<file path="src/rtl/ahbl_mtimer_pkg.sv">
// Shared constants for the AHB-Lite multi-channel timer: register map,
// control/status bit positions and legal configuration limits.
package ahbl_mtimer_pkg;

  localparam int NCH_MIN = 1;
  localparam int NCH_MAX = 8;
  localparam int CW_MIN  = 8;
  localparam int CW_MAX  = 32;

  // Per-channel register offsets within each 0x10-byte channel window
  localparam logic [3:0] OFF_CTRL  = 4'h0;
  localparam logic [3:0] OFF_LOAD  = 4'h4;
  localparam logic [3:0] OFF_COUNT = 4'h8;
  localparam logic [3:0] OFF_STAT  = 4'hC;

  localparam logic [7:0] ADDR_PRESCALE = 8'h80;
  localparam logic [7:0] ADDR_IRQSTAT  = 8'h84;

  localparam int CTRL_EN   = 0;
  localparam int CTRL_MODE = 1;
  localparam int CTRL_IE   = 2;
  localparam int STAT_EXP  = 0;

  localparam logic [31:0] RDATA_BAD = 32'hBADD_BEEF;

endpackage

</file>
<file path="src/rtl/ahbl_mtimer_ch.sv">
// One timer channel: control bits, reload value, down-counter and sticky
// expiry flag. Advances only on the shared prescaler tick.
module ahbl_mtimer_ch
  import ahbl_mtimer_pkg::*;
#(
  parameter int CW = 32
) (
  input  logic          HCLK,
  input  logic          HRESETn,
  input  logic          tick,
  input  logic          wr_ctrl,
  input  logic          wr_load,
  input  logic          wr_stat,
  input  logic [CW-1:0] wdata,
  output logic          en,
  output logic          mode,
  output logic          ie,
  output logic          exp,
  output logic [CW-1:0] load,
  output logic [CW-1:0] count
);

  logic          en_q, en_d, mode_q, mode_d, ie_q, ie_d, exp_q, exp_d;
  logic [CW-1:0] load_q, load_d, count_q, count_d;
  logic          en_eff, start, run, expire;

  always_comb begin
    // A CTRL write takes effect this cycle, so EN=0 blocks a coincident tick
    en_eff = wr_ctrl ? wdata[CTRL_EN] : en_q;
    mode_d = wr_ctrl ? wdata[CTRL_MODE] : mode_q;
    ie_d   = wr_ctrl ? wdata[CTRL_IE] : ie_q;
    start  = wr_ctrl && wdata[CTRL_EN] && !en_q;
    run    = tick && en_eff && !start;
    expire = run && (count_q == '0);
    load_d = wr_load ? wdata : load_q;
    en_d    = en_eff;
    count_d = count_q;
    if (start) begin
      count_d = load_q;
    end else if (run) begin
      if (expire) begin
        if (mode_d) count_d = load_q;
        else        en_d    = 1'b0;
      end else begin
        count_d = count_q - 1'b1;
      end
    end
    exp_d = exp_q;
    if (wr_stat && wdata[STAT_EXP]) exp_d = 1'b0;
    if (expire)                     exp_d = 1'b1;
  end

  always_ff @(posedge HCLK or negedge HRESETn) begin
    if (!HRESETn) begin
      en_q    <= 1'b0;
      mode_q  <= 1'b0;
      ie_q    <= 1'b0;
      exp_q   <= 1'b0;
      load_q  <= '0;
      count_q <= '0;
    end else begin
      en_q    <= en_d;
      mode_q  <= mode_d;
      ie_q    <= ie_d;
      exp_q   <= exp_d;
      load_q  <= load_d;
      count_q <= count_d;
    end
  end

  assign en    = en_q;
  assign mode  = mode_q;
  assign ie    = ie_q;
  assign exp   = exp_q;
  assign load  = load_q;
  assign count = count_q;

endmodule

</file>
<file path="src/rtl/ahbl_mtimer.sv">
// AHB-Lite slave wrapping NCH independent down-counting timers that share
// one prescaler; zero wait states, reads decoded from the registered address.
module ahbl_mtimer
  import ahbl_mtimer_pkg::*;
#(
  parameter int NCH = 4,
  parameter int CW  = 32,
  parameter int PW  = 16
) (
  input  logic           HCLK,
  input  logic           HRESETn,
  input  logic [31:0]    HADDR,
  input  logic [1:0]     HTRANS,
  input  logic           HREADY,
  input  logic [2:0]     HSIZE,
  input  logic           HWRITE,
  input  logic           HSEL,
  input  logic [31:0]    HWDATA,
  output logic           HREADYOUT,
  output logic [31:0]    HRDATA,
  output logic [NCH-1:0] IRQ,
  output logic           IRQ_ANY
);

  if (NCH < NCH_MIN || NCH > NCH_MAX || CW < CW_MIN || CW > CW_MAX) begin : g_bad_cfg
    $error("ahbl_mtimer: NCH or CW out of range");
  end

  logic       sel_q, sel_d, write_q, write_d, trans_q, trans_d;
  logic [7:0] addr_q, addr_d;

  always_comb begin
    sel_d   = sel_q;
    write_d = write_q;
    trans_d = trans_q;
    addr_d  = addr_q;
    if (HREADY) begin
      sel_d   = HSEL;
      write_d = HWRITE;
      trans_d = HTRANS[1];
      addr_d  = HADDR[7:0];
    end
  end

  logic       wr_en, ch_area, wr_pre, tick;
  logic [2:0] ch_idx;
  logic [3:0] ch_off;

  assign wr_en   = sel_q && trans_q && write_q;
  assign ch_idx  = addr_q[6:4];
  assign ch_off  = addr_q[3:0];
  assign ch_area = !addr_q[7] && (int'(ch_idx) < NCH);
  assign wr_pre  = wr_en && (addr_q == ADDR_PRESCALE);

  // Shared prescaler: restarts from zero whenever PRESCALE is rewritten
  logic [PW-1:0] prescale_q, prescale_d, pcnt_q, pcnt_d;

  assign tick = (pcnt_q == prescale_q);

  always_comb begin
    prescale_d = wr_pre ? HWDATA[PW-1:0] : prescale_q;
    pcnt_d     = (wr_pre || tick) ? '0 : pcnt_q + 1'b1;
  end

  always_ff @(posedge HCLK or negedge HRESETn) begin
    if (!HRESETn) begin
      sel_q      <= 1'b0;
      write_q    <= 1'b0;
      trans_q    <= 1'b0;
      addr_q     <= '0;
      prescale_q <= '0;
      pcnt_q     <= '0;
    end else begin
      sel_q      <= sel_d;
      write_q    <= write_d;
      trans_q    <= trans_d;
      addr_q     <= addr_d;
      prescale_q <= prescale_d;
      pcnt_q     <= pcnt_d;
    end
  end

  logic [NCH-1:0] en, mode, ie, exp;
  logic [CW-1:0]  load  [NCH];
  logic [CW-1:0]  count [NCH];

  for (genvar i = 0; i < NCH; i++) begin : g_ch
    logic wr_ch;
    assign wr_ch = wr_en && ch_area && (ch_idx == 3'(i));
    ahbl_mtimer_ch #(.CW(CW)) u_ch (
      .HCLK    (HCLK),
      .HRESETn (HRESETn),
      .tick    (tick),
      .wr_ctrl (wr_ch && (ch_off == OFF_CTRL)),
      .wr_load (wr_ch && (ch_off == OFF_LOAD)),
      .wr_stat (wr_ch && (ch_off == OFF_STAT)),
      .wdata   (HWDATA[CW-1:0]),
      .en      (en[i]),
      .mode    (mode[i]),
      .ie      (ie[i]),
      .exp     (exp[i]),
      .load    (load[i]),
      .count   (count[i])
    );
  end

  always_comb begin
    HRDATA = RDATA_BAD;
    if (ch_area) begin
      for (int i = 0; i < NCH; i++) begin
        if (ch_idx == 3'(i)) begin
          case (ch_off)
            OFF_CTRL: begin
              HRDATA            = '0;
              HRDATA[CTRL_EN]   = en[i];
              HRDATA[CTRL_MODE] = mode[i];
              HRDATA[CTRL_IE]   = ie[i];
            end
            OFF_LOAD: begin
              HRDATA         = '0;
              HRDATA[CW-1:0] = load[i];
            end
            OFF_COUNT: begin
              HRDATA         = '0;
              HRDATA[CW-1:0] = count[i];
            end
            OFF_STAT: begin
              HRDATA           = '0;
              HRDATA[STAT_EXP] = exp[i];
            end
            default: HRDATA = RDATA_BAD;
          endcase
        end
      end
    end else if (addr_q == ADDR_PRESCALE) begin
      HRDATA         = '0;
      HRDATA[PW-1:0] = prescale_q;
    end else if (addr_q == ADDR_IRQSTAT) begin
      HRDATA          = '0;
      HRDATA[NCH-1:0] = IRQ;
    end
  end

  assign IRQ       = exp & ie;
  assign IRQ_ANY   = |IRQ;
  assign HREADYOUT = 1'b1;

  logic unused_ok;
  assign unused_ok = ^{HADDR, HTRANS[0], HSIZE, HWDATA};

endmodule

</file>
<file path="config.mk">
export PLATFORM = sky130hd
export DESIGN_NAME = ahbl_mtimer
export DESIGN_NICKNAME = d
export VERILOG_FILES = /design/src/rtl/ahbl_mtimer_pkg.sv /design/src/rtl/ahbl_mtimer_ch.sv /design/src/rtl/ahbl_mtimer.sv
export SDC_FILE = /design/constraint.sdc
export NUM_CORES = 1
export LEC_CHECK = 0
export ABC_CLOCK_PERIOD_IN_PS = 3600
export CORE_MARGIN = 10
export CORE_UTILIZATION = 40
export DETAILED_ROUTE_END_ITERATION = 10
export GPL_ROUTABILITY_DRIVEN = 0
export MAX_ROUTING_LAYER = met4
export PLACE_DENSITY_LB_ADDON = 0.3
export SLEW_MARGIN = 0
export SYNTH_ARGS = -nofsm -noshare
export SYNTH_HDL_FRONTEND = slang
export SYNTH_SLANG_ARGS = --single-unit
</file>
<file path="constraint.sdc">
create_clock -name HCLK -period 3.6 [get_ports HCLK]
set_input_delay 0.72 -clock HCLK [delete_from_list [all_inputs] [get_ports HCLK]]
set_output_delay 0.72 -clock HCLK [all_outputs]
set_load 0.02 [all_outputs]
</file>
Word-level counts from Yosys, hierarchy flattened. Index checks and enable logic that the tools add are counted.

Bits in registers: 315. Output and inout bits: 38. Word-level logic and storage cells: 184.

Add/subtract/negate cells: 5. Magnitude comparators: 1. Equality and inequality tests: 13. Muxes and demuxes: 60. Bitwise operators: 1. Reduce and logical (&&, ||, !) cells: 74.

Operators with widths (count): 32-bit two-way mux (23); 32-bit case mux with 4 select lines (4); 32-bit logical NOT (4); 32-bit by 1-bit subtractor with 32-bit output (second input constant) (4); 1-bit logical AND (45); 1-bit two-way mux (32); 16-bit by 1-bit adder with 16-bit output (second input constant) (1); 16-bit == test (1); 8-bit == test (second input constant) (2); 16-bit two-way mux (1); 2-bit nonzero test (8); 3-bit by 1-bit inequality test with 1-bit output (second input constant) (4); 1-bit logical NOT (9); 4-bit == test (second input constant) (2); 2-bit AND reduction (4); 3-bit by 2-bit == test with 1-bit output (second input constant) (2); 4-bit AND (1); 4-bit by 3-bit == test with 1-bit output (second input constant) (1); 4-bit logical NOT (1); 4-bit OR reduction (1); 3-bit by 1-bit == test with 1-bit output (second input constant) (1); 3-bit logical NOT (1); 3-bit < comparator (second input constant) (1); 1-bit logical OR (1).

Depth between registers and ports, before layout. Gate-level depths: netlist of the first run.

Depth in word-level cells: 13. Gate-level depth with buffers: 11. Mapped depth without buffers: 9.

Hierarchy. From an unflattened synthesis of the first run, not the netlist that was laid out.

Cell total of the unflattened synthesis: 1934. Area, all modules: 18666.7 µm².

Modules (own cells, without submodules): ahbl_mtimer_ch (times used 4, cells an instance 344, area an instance 3542.1 µm², sequential area each 1701.6 µm²); ahbl_mtimer (times used 1, cells an instance 558, area an instance 4498.1 µm², sequential area each 1076.0 µm²).

Worst setup path before layout of the first run. OpenSTA, ideal clock, no wires.

Kind: register -> output. From: reg addr_q[2]. To: out HRDATA[11]. Arrival time: 2.599 ns. Data required time: 2.880 ns. Slack: 0.281 ns. Cell stages (with the launch flop): 10. Path buffers: 4. Cells stage by stage: dfrtp_1 > clkbuf_1 > nor2b_1 > and2_1 > clkbuf_1 > buf_2 > clkbuf_1 > a221oi_1 > or4_1 > a21oi_1.

Cells in the longest elaborated chain, start to end: 7. Elaborated cells on any way between the ends: 17.

Ends and longest elaborated chain: from (decl) (RTL line ahbl_mtimer.sv:30) `logic [7:0] addr_q, addr_d;`; from (signal assigned) (RTL line ahbl_mtimer.sv:77) `addr_q <= addr_d;`; 4-bit == test (tied with other cells) (RTL line ahbl_mtimer.sv:112) `case (ch_off)`; 32-bit case mux with 4 select lines (RTL line ahbl_mtimer.sv:112); 32-bit two-way mux (4 in a row) (RTL line ahbl_mtimer.sv:111) `if (ch_idx == 3'(i)) begin`; 32-bit two-way mux * (RTL line ahbl_mtimer.sv:109) `if (ch_area) begin`; to (decl) (RTL line ahbl_mtimer.sv:20) `output logic [31:0] HRDATA,`.

Mark *: on every way between the ends. The rest lies on a longest branch, timed or not.

Worst setup path after layout of the first run.
From: reg addr_q[0]. To: out HRDATA[9].

The elaborated chain is that of the path after synthesis.

==> flow_summary.toml, run 1 <==
[detailed_routing]
vias = 17638
drt_iter0_markers = 2898
drt-vias-per-instance = 6.62
wl_met1_um = 27900
drt-total-wl_um = 70500
drtAntennaViolNets = 0
avgRoutedWirePerCell_um = 26.5
route.detailed.drc = 0
drtPass1Iterations = 6
top_layer_used = "met4"
met3_length_um = 7400
route.met2.wl_um = 31800

[pwr]
power_leakage_nw = 9.36
vdd_drop_max_mv = 0.379
power.total_mw = 9.27
p_per_area_nw_per_um2 = 418

[setup_path]
crit_path_start_kind = "flop"
critical-path-top-delay-family = "simple AND/OR/NAND/NOR gates"
crit_slowest_cell = "or4_1"
path_cells = "or2_4 -> nor2_4 -> buf_6 -> buf_12 -> a221oi_1 -> or4_1 -> a21oi_2 -> buf_4 -> buf_4"
cp_common_cell = "buf_4"
rr_startpoint = "addr_q[2]"
worst_setup_path_end_kind = "output pin"
crit_path_max_fanout = 8
criticalPathCategory = "reg -> out"
required_ps = 2880
cpPeakStageDelay_ps = 580
crit_cells = 9
arrival_ps = 2950
startpoint = "addr_q[0]"
rr_worst_depth = 10
cp_num_buf_inv = 4

[cts]
cts_buffers = 37
clockBufferDepth = 3
clk_latency_ps = 570
clkTransAtPathRegs_ps = 60
clkSinkCount = 315
cts_tree = "done"
cts.htree.levels = 2
ctsRootBufferMaster = "clkbuf_16"
ctsHoldBuffers = 0

[sta]
hold_viol_final = 0
tightest_slew_ps = 1100
timing.fmax_mhz = 273
fin_skew_ps = 19.3
setup_violations = 4
rsz0062_at_grt = "true"
finalMaxSlewViolations = 0
final.period_utilization = 1.02
worst_slack_ps = -67.4
relSlewSlack = 0.267
finalWorstPathRequiredPeriod_ps = 3670

[status]
violations = "setup timing"
status = "complete, but fails checks"

[logic_synthesis]
syn_inst = 1888
synthArstFlopShare = 1.00
syn_area_um2 = 18100
yosysMostFrequentCell = "dfrtp_1"
synth.area.top_cells = "dfrtp_1, mux2_2, a221oi_1"
synth_top_area_frac = 0.435
ys_ff_latch = 315
synth-seq-area-share = 0.435
syn-num-nets = 1967
postSynthAreaPerCell_um2 = 9.59
synth_common_cells = "dfrtp_1, nor2_1, mux2_2"
synth_edf_count = 0
yosysTopAreaCell = "dfrtp_1"
ys.flop_type = "dfrtp_1"
synthDistinctLibCells = 92
ys_warn_count = 0

[floorplanning]
core.rowCount = 77
io_pins = 112
core_area_um2 = 44500
die_w_um = 233
die_h_um = 233
initial_core_util = 0.407
die_area_um2 = 54200

[cells_and_area]
syn2layout_area_growth_pct = 22.5
final_nets = 2123
drive_above_1_share = 0.247
antennaDiodeCount = 0
nFillCells = 4085

[global_routing]
grt_overflow = 0
grt_usage = 0.261
antenna_found_initial = 1
grt_pass1_wl_um = 105000
grt_pass1_vias = 16498
grt_max_degree = 103

[hold_path]
hold_class = "in -> async"

[job]
maxCapViolCount = 0

[place]
hpwl_um = 51700
portBuffers = 82
post-place-ws_ps = -109
-- power by group --
group	internal [mW]	switching, mW
registers	3.70	0.212
clock network	2.51	1.62
logic	0.518	0.708
total	6.73	2.54
-- cell families after synthesis --
group | synth area share
AND/OR/NAND/NOR | 0.193
AO/OA/AOI/OAI | 0.209
flip-flops | 0.435
multiplexers | 0.110
buffers and inverters | 0.0343
XOR/XNOR | 0.0150
adder cells (fa/ha/maj) | 0.00345
other | 0.000207
-- state kept, by name (all words and copies together) (netlist names) --
name,flops
g_ch.u_ch.load,128
g_ch.u_ch.mode,4
sel_q,1
g_ch.u_ch.exp,4
trans_q,1
prescale_q,16
addr_q,8
g_ch.u_ch.ie,4
g_ch.u_ch.count,128
pcnt_q,16
g_ch.u_ch.en,4
write_q,1
-- cell type report --
type                    count  area (µm²)  area share
repair buffers            236        2200      0.0990
inverters                  32         120     0.00541
well taps                 592         741      0.0334
flip-flops and latches    315        7890       0.355
clock inverters            14         224      0.0101
clock buffers              54        1110      0.0500
multi-input cells        1422        9910       0.447
-- cells in the final DEF (no fill, tap or decap), types with 29 or more instances in the layout --
master / Yosys / layout
dfrtp_1: 315 / 312
nor2_1: 175 / 173
mux2_2: 160 / 160
buf_4: 1 / 147
nand2_1: 138 / 138
a21oi_1: 115 / 98
a221oi_1: 91 / 77
o21ai_0: 70 / 69
nor3_1: 67 / 65
a22oi_1: 51 / 51
nand3_1: 54 / 50
clkdlybuf4s50_1: 0 / 49
clkbuf_16: 0 / 37
o22ai_1: 35 / 35
inv_1: 29 / 29
nor4_1: 30 / 29
-- worst paths after layout --
path                                     endpoint  slack (ps)
min reg2reg                               trans_q         500
max in group asynchronous              pcnt_q[10]        2540
max reg2reg                 g_ch[3].u_ch.count[9]          50
max                                     HRDATA[9]         -70
min                        g_ch[2].u_ch.count[22]          80
min in group HCLK                         trans_q         500
-- stage by stage --
stage | hold slack [ps] | instances | util | TNS [ps] | area (µm²)
after floorplan | 424 | 1888 | - | 0 | 18100
after global placement | 476 | 2585 | 0.460 | -331 | 20500
after detailed placement | 490 | 2585 | 0.460 | -442 | 20500
after CTS | 104 | 2662 | 0.494 | -139 | 22000
after global routing | 125 | 2665 | 0.498 | -630 | 22200
final | 83.4 | 2665 | 0.498 | -88.2 | 22200
-- routing by layer --
| metal | up-vias | GRT usage |
|---|---|---|
| met1 | 8690 | 0.334 |
| met2 | 1154 | 0.398 |
| met5 | - | - |
| li1 | 7567 | - |
| met3 | 227 | 0.0514 |
| met4 | 0 | 0.108 |
-- repair_timing --
item	4_1_cts	5_1_grt
pin swaps	5	11
buffers inserted	6	3
resized for setup	144	51
cloned	3	0
setup endpoints to repair	32	36
Power figures use the tool's default switching activity.
==> inputs of run 2 (changes only) <==
--- a/config.mk
+++ b/config.mk
@@ -12,6 +12,7 @@
 export GPL_ROUTABILITY_DRIVEN = 0
 export MAX_ROUTING_LAYER = met4
 export PLACE_DENSITY_LB_ADDON = 0.3
+export SKIP_CTS_REPAIR_TIMING = 1
 export SLEW_MARGIN = 0
 export SYNTH_ARGS = -nofsm -noshare
 export SYNTH_HDL_FRONTEND = slang
==> run 2 against run 1 <==
The flow still finishes with violations (setup timing). Highest routed layer unchanged. Sequential power about the same. Largest power group unchanged. Critical path type unchanged. Register-to-register slack about the same. Count of clock-buffer cells in the layout unchanged. Clock skew decreased by 0.69 ps. Final area increased by 1.3%. Sequential share of layout area decreased by 0.45 points. Worst setup slack got worse by 100 ps. Via count increased by 0.43%. Cell count increased by 0.38%. Critical path depth unchanged. Utilization increased by 0.65 points.
==> flow_summary.toml, run 2 (same netlist as run 1, synthesis figures left out) <==
[cells_and_area]
drive_above_1_share = 0.258
fin_util = 0.505
most-common-layout-cells = "dfrtp_1, nor2_1, mux2_2"
final_nets = 2132
final_common_cell = "dfrtp_1"
syn2layout_area_growth_pct = 24.1

[cts]
clkTransAtPathRegs_ps = 70
clk_latency_ps = 570
cts_buffers = 37
clkSinkCount = 315
cts_tree = "done"
ctsRootBufferMaster = "clkbuf_16"
cts.htree.levels = 2
clockBufferDepth = 3

[setup_path]
required_ps = 2880
cp_num_buf_inv = 4
crit_path_start_kind = "flop"
criticalPathCategory = "reg -> out"
crit_path_max_fanout = 29
ff2ff_setup_slack_ps = 50
arrival_ps = 3050
cp_common_cell = "buf_4"
critical-path-top-delay-family = "compound AO/OA/AOI/OAI gates"
cpPeakStageDelay_ps = 620
crit_slowest_cell = "a221oi_1"
path_cells = "buf_4 -> nor2b_2 -> nand2b_1 -> buf_12 -> a221oi_1 -> or4_1 -> a21oi_2 -> buf_4 -> buf_4"
worst_setup_path_end_kind = "output pin"

[global_routing]
grt_pass1_wl_um = 104000
antenna_found_initial = 2
grt_pass1_vias = 16415
grt_usage = 0.258
grt_overflow = 0
grt_max_degree = 103

[floorplanning]
die_h_um = 233
io_pins = 112
initial_core_util = 0.407
core.rowCount = 77
core_area_um2 = 44500
die_area_um2 = 54200
die_w_um = 233

[status]
violations = "setup timing"
status = "complete, but fails checks"

[sta]
rsz0062_at_grt = "true"
worst_slack_ps = -170
hold_viol_final = 0
tightest_slew_ps = 951
setup_violations = 17
finalMaxSlewViolations = 0
final.period_utilization = 1.05
timing.fmax_mhz = 265
finalWorstPathRequiredPeriod_ps = 3770
fin_skew_ps = 18.6
relSlewSlack = 0.366
tns_ps = -1170

[detailed_routing]
route.detailed.drc = 0
drt_iter0_markers = 2965
drtPass1Iterations = 8
avgRoutedWirePerCell_um = 26.5
drtAntennaViolNets = 0
drt-total-wl_um = 70900
drt-vias-per-instance = 6.62
vias = 17714

[place]
hpwl_um = 51700
portBuffers = 82

[pwr]
power.total_mw = 9.31
p_per_area_nw_per_um2 = 414
power_leakage_nw = 9.57
vdd_drop_max_mv = 0.378

[hold_path]
hold_class = "in -> async"

[job]
maxCapViolCount = 0
==> run 2: final cells by class <==
cell class / instances / area, µm²
Timing Repair Buffer: 245 / 2380
Fill cell: 4044 / 22000
Clock buffer: 54 / 1110
Inverter: 32 / 120
Multi-Input combinational cell: 1422 / 10000
Antenna cell: 1 / 2.50
Clock inverter: 14 / 224
Sequential cell: 315 / 7890
Tap cell: 592 / 741
==> run 2: metrics by stage <==
step	cell area, µm²	std cells	worst slack, ps	hold slack (ps)
final	22500	2675	-170	81.5
after global routing	22500	2675	-178	124
after CTS	21800	2653	-735	104
after detailed placement	20500	2585	-109	490
after global placement	20500	2585	-117	476
after floorplan	18100	1888	281	424
==> run 2: worst paths after layout <==
kind,from,to,cells past startpoint
max,addr_q[4],HRDATA[9],9
min,HRESETn,g_ch[2].u_ch.count[22],1
max reg2reg,g_ch[3].u_ch.count[19],g_ch[3].u_ch.count[6],7
min reg2reg,trans_q,trans_q,1
max in group asynchronous,HRESETn,pcnt_q[5],2
min in group HCLK,trans_q,trans_q,1
==> run 2: power by group <==
part           switching [mW]  leakage (nW)  internal, mW
combinational           0.723          5.03         0.541
sequential              0.213          3.88          3.71
clock                    1.62         0.657          2.51
==> run 2: layer usage <==
| metal | wire (µm) | global-route usage | vias to the layer above |
|---|---|---|---|
| met3 | 7240 | 0.0426 | 263 |
| li1 | - | - | 7588 |
| met2 | 32200 | 0.398 | 1216 |
| met5 | 0 | - | - |
| met4 | 3410 | 0.101 | 0 |
| met1 | 28100 | 0.334 | 8647 |
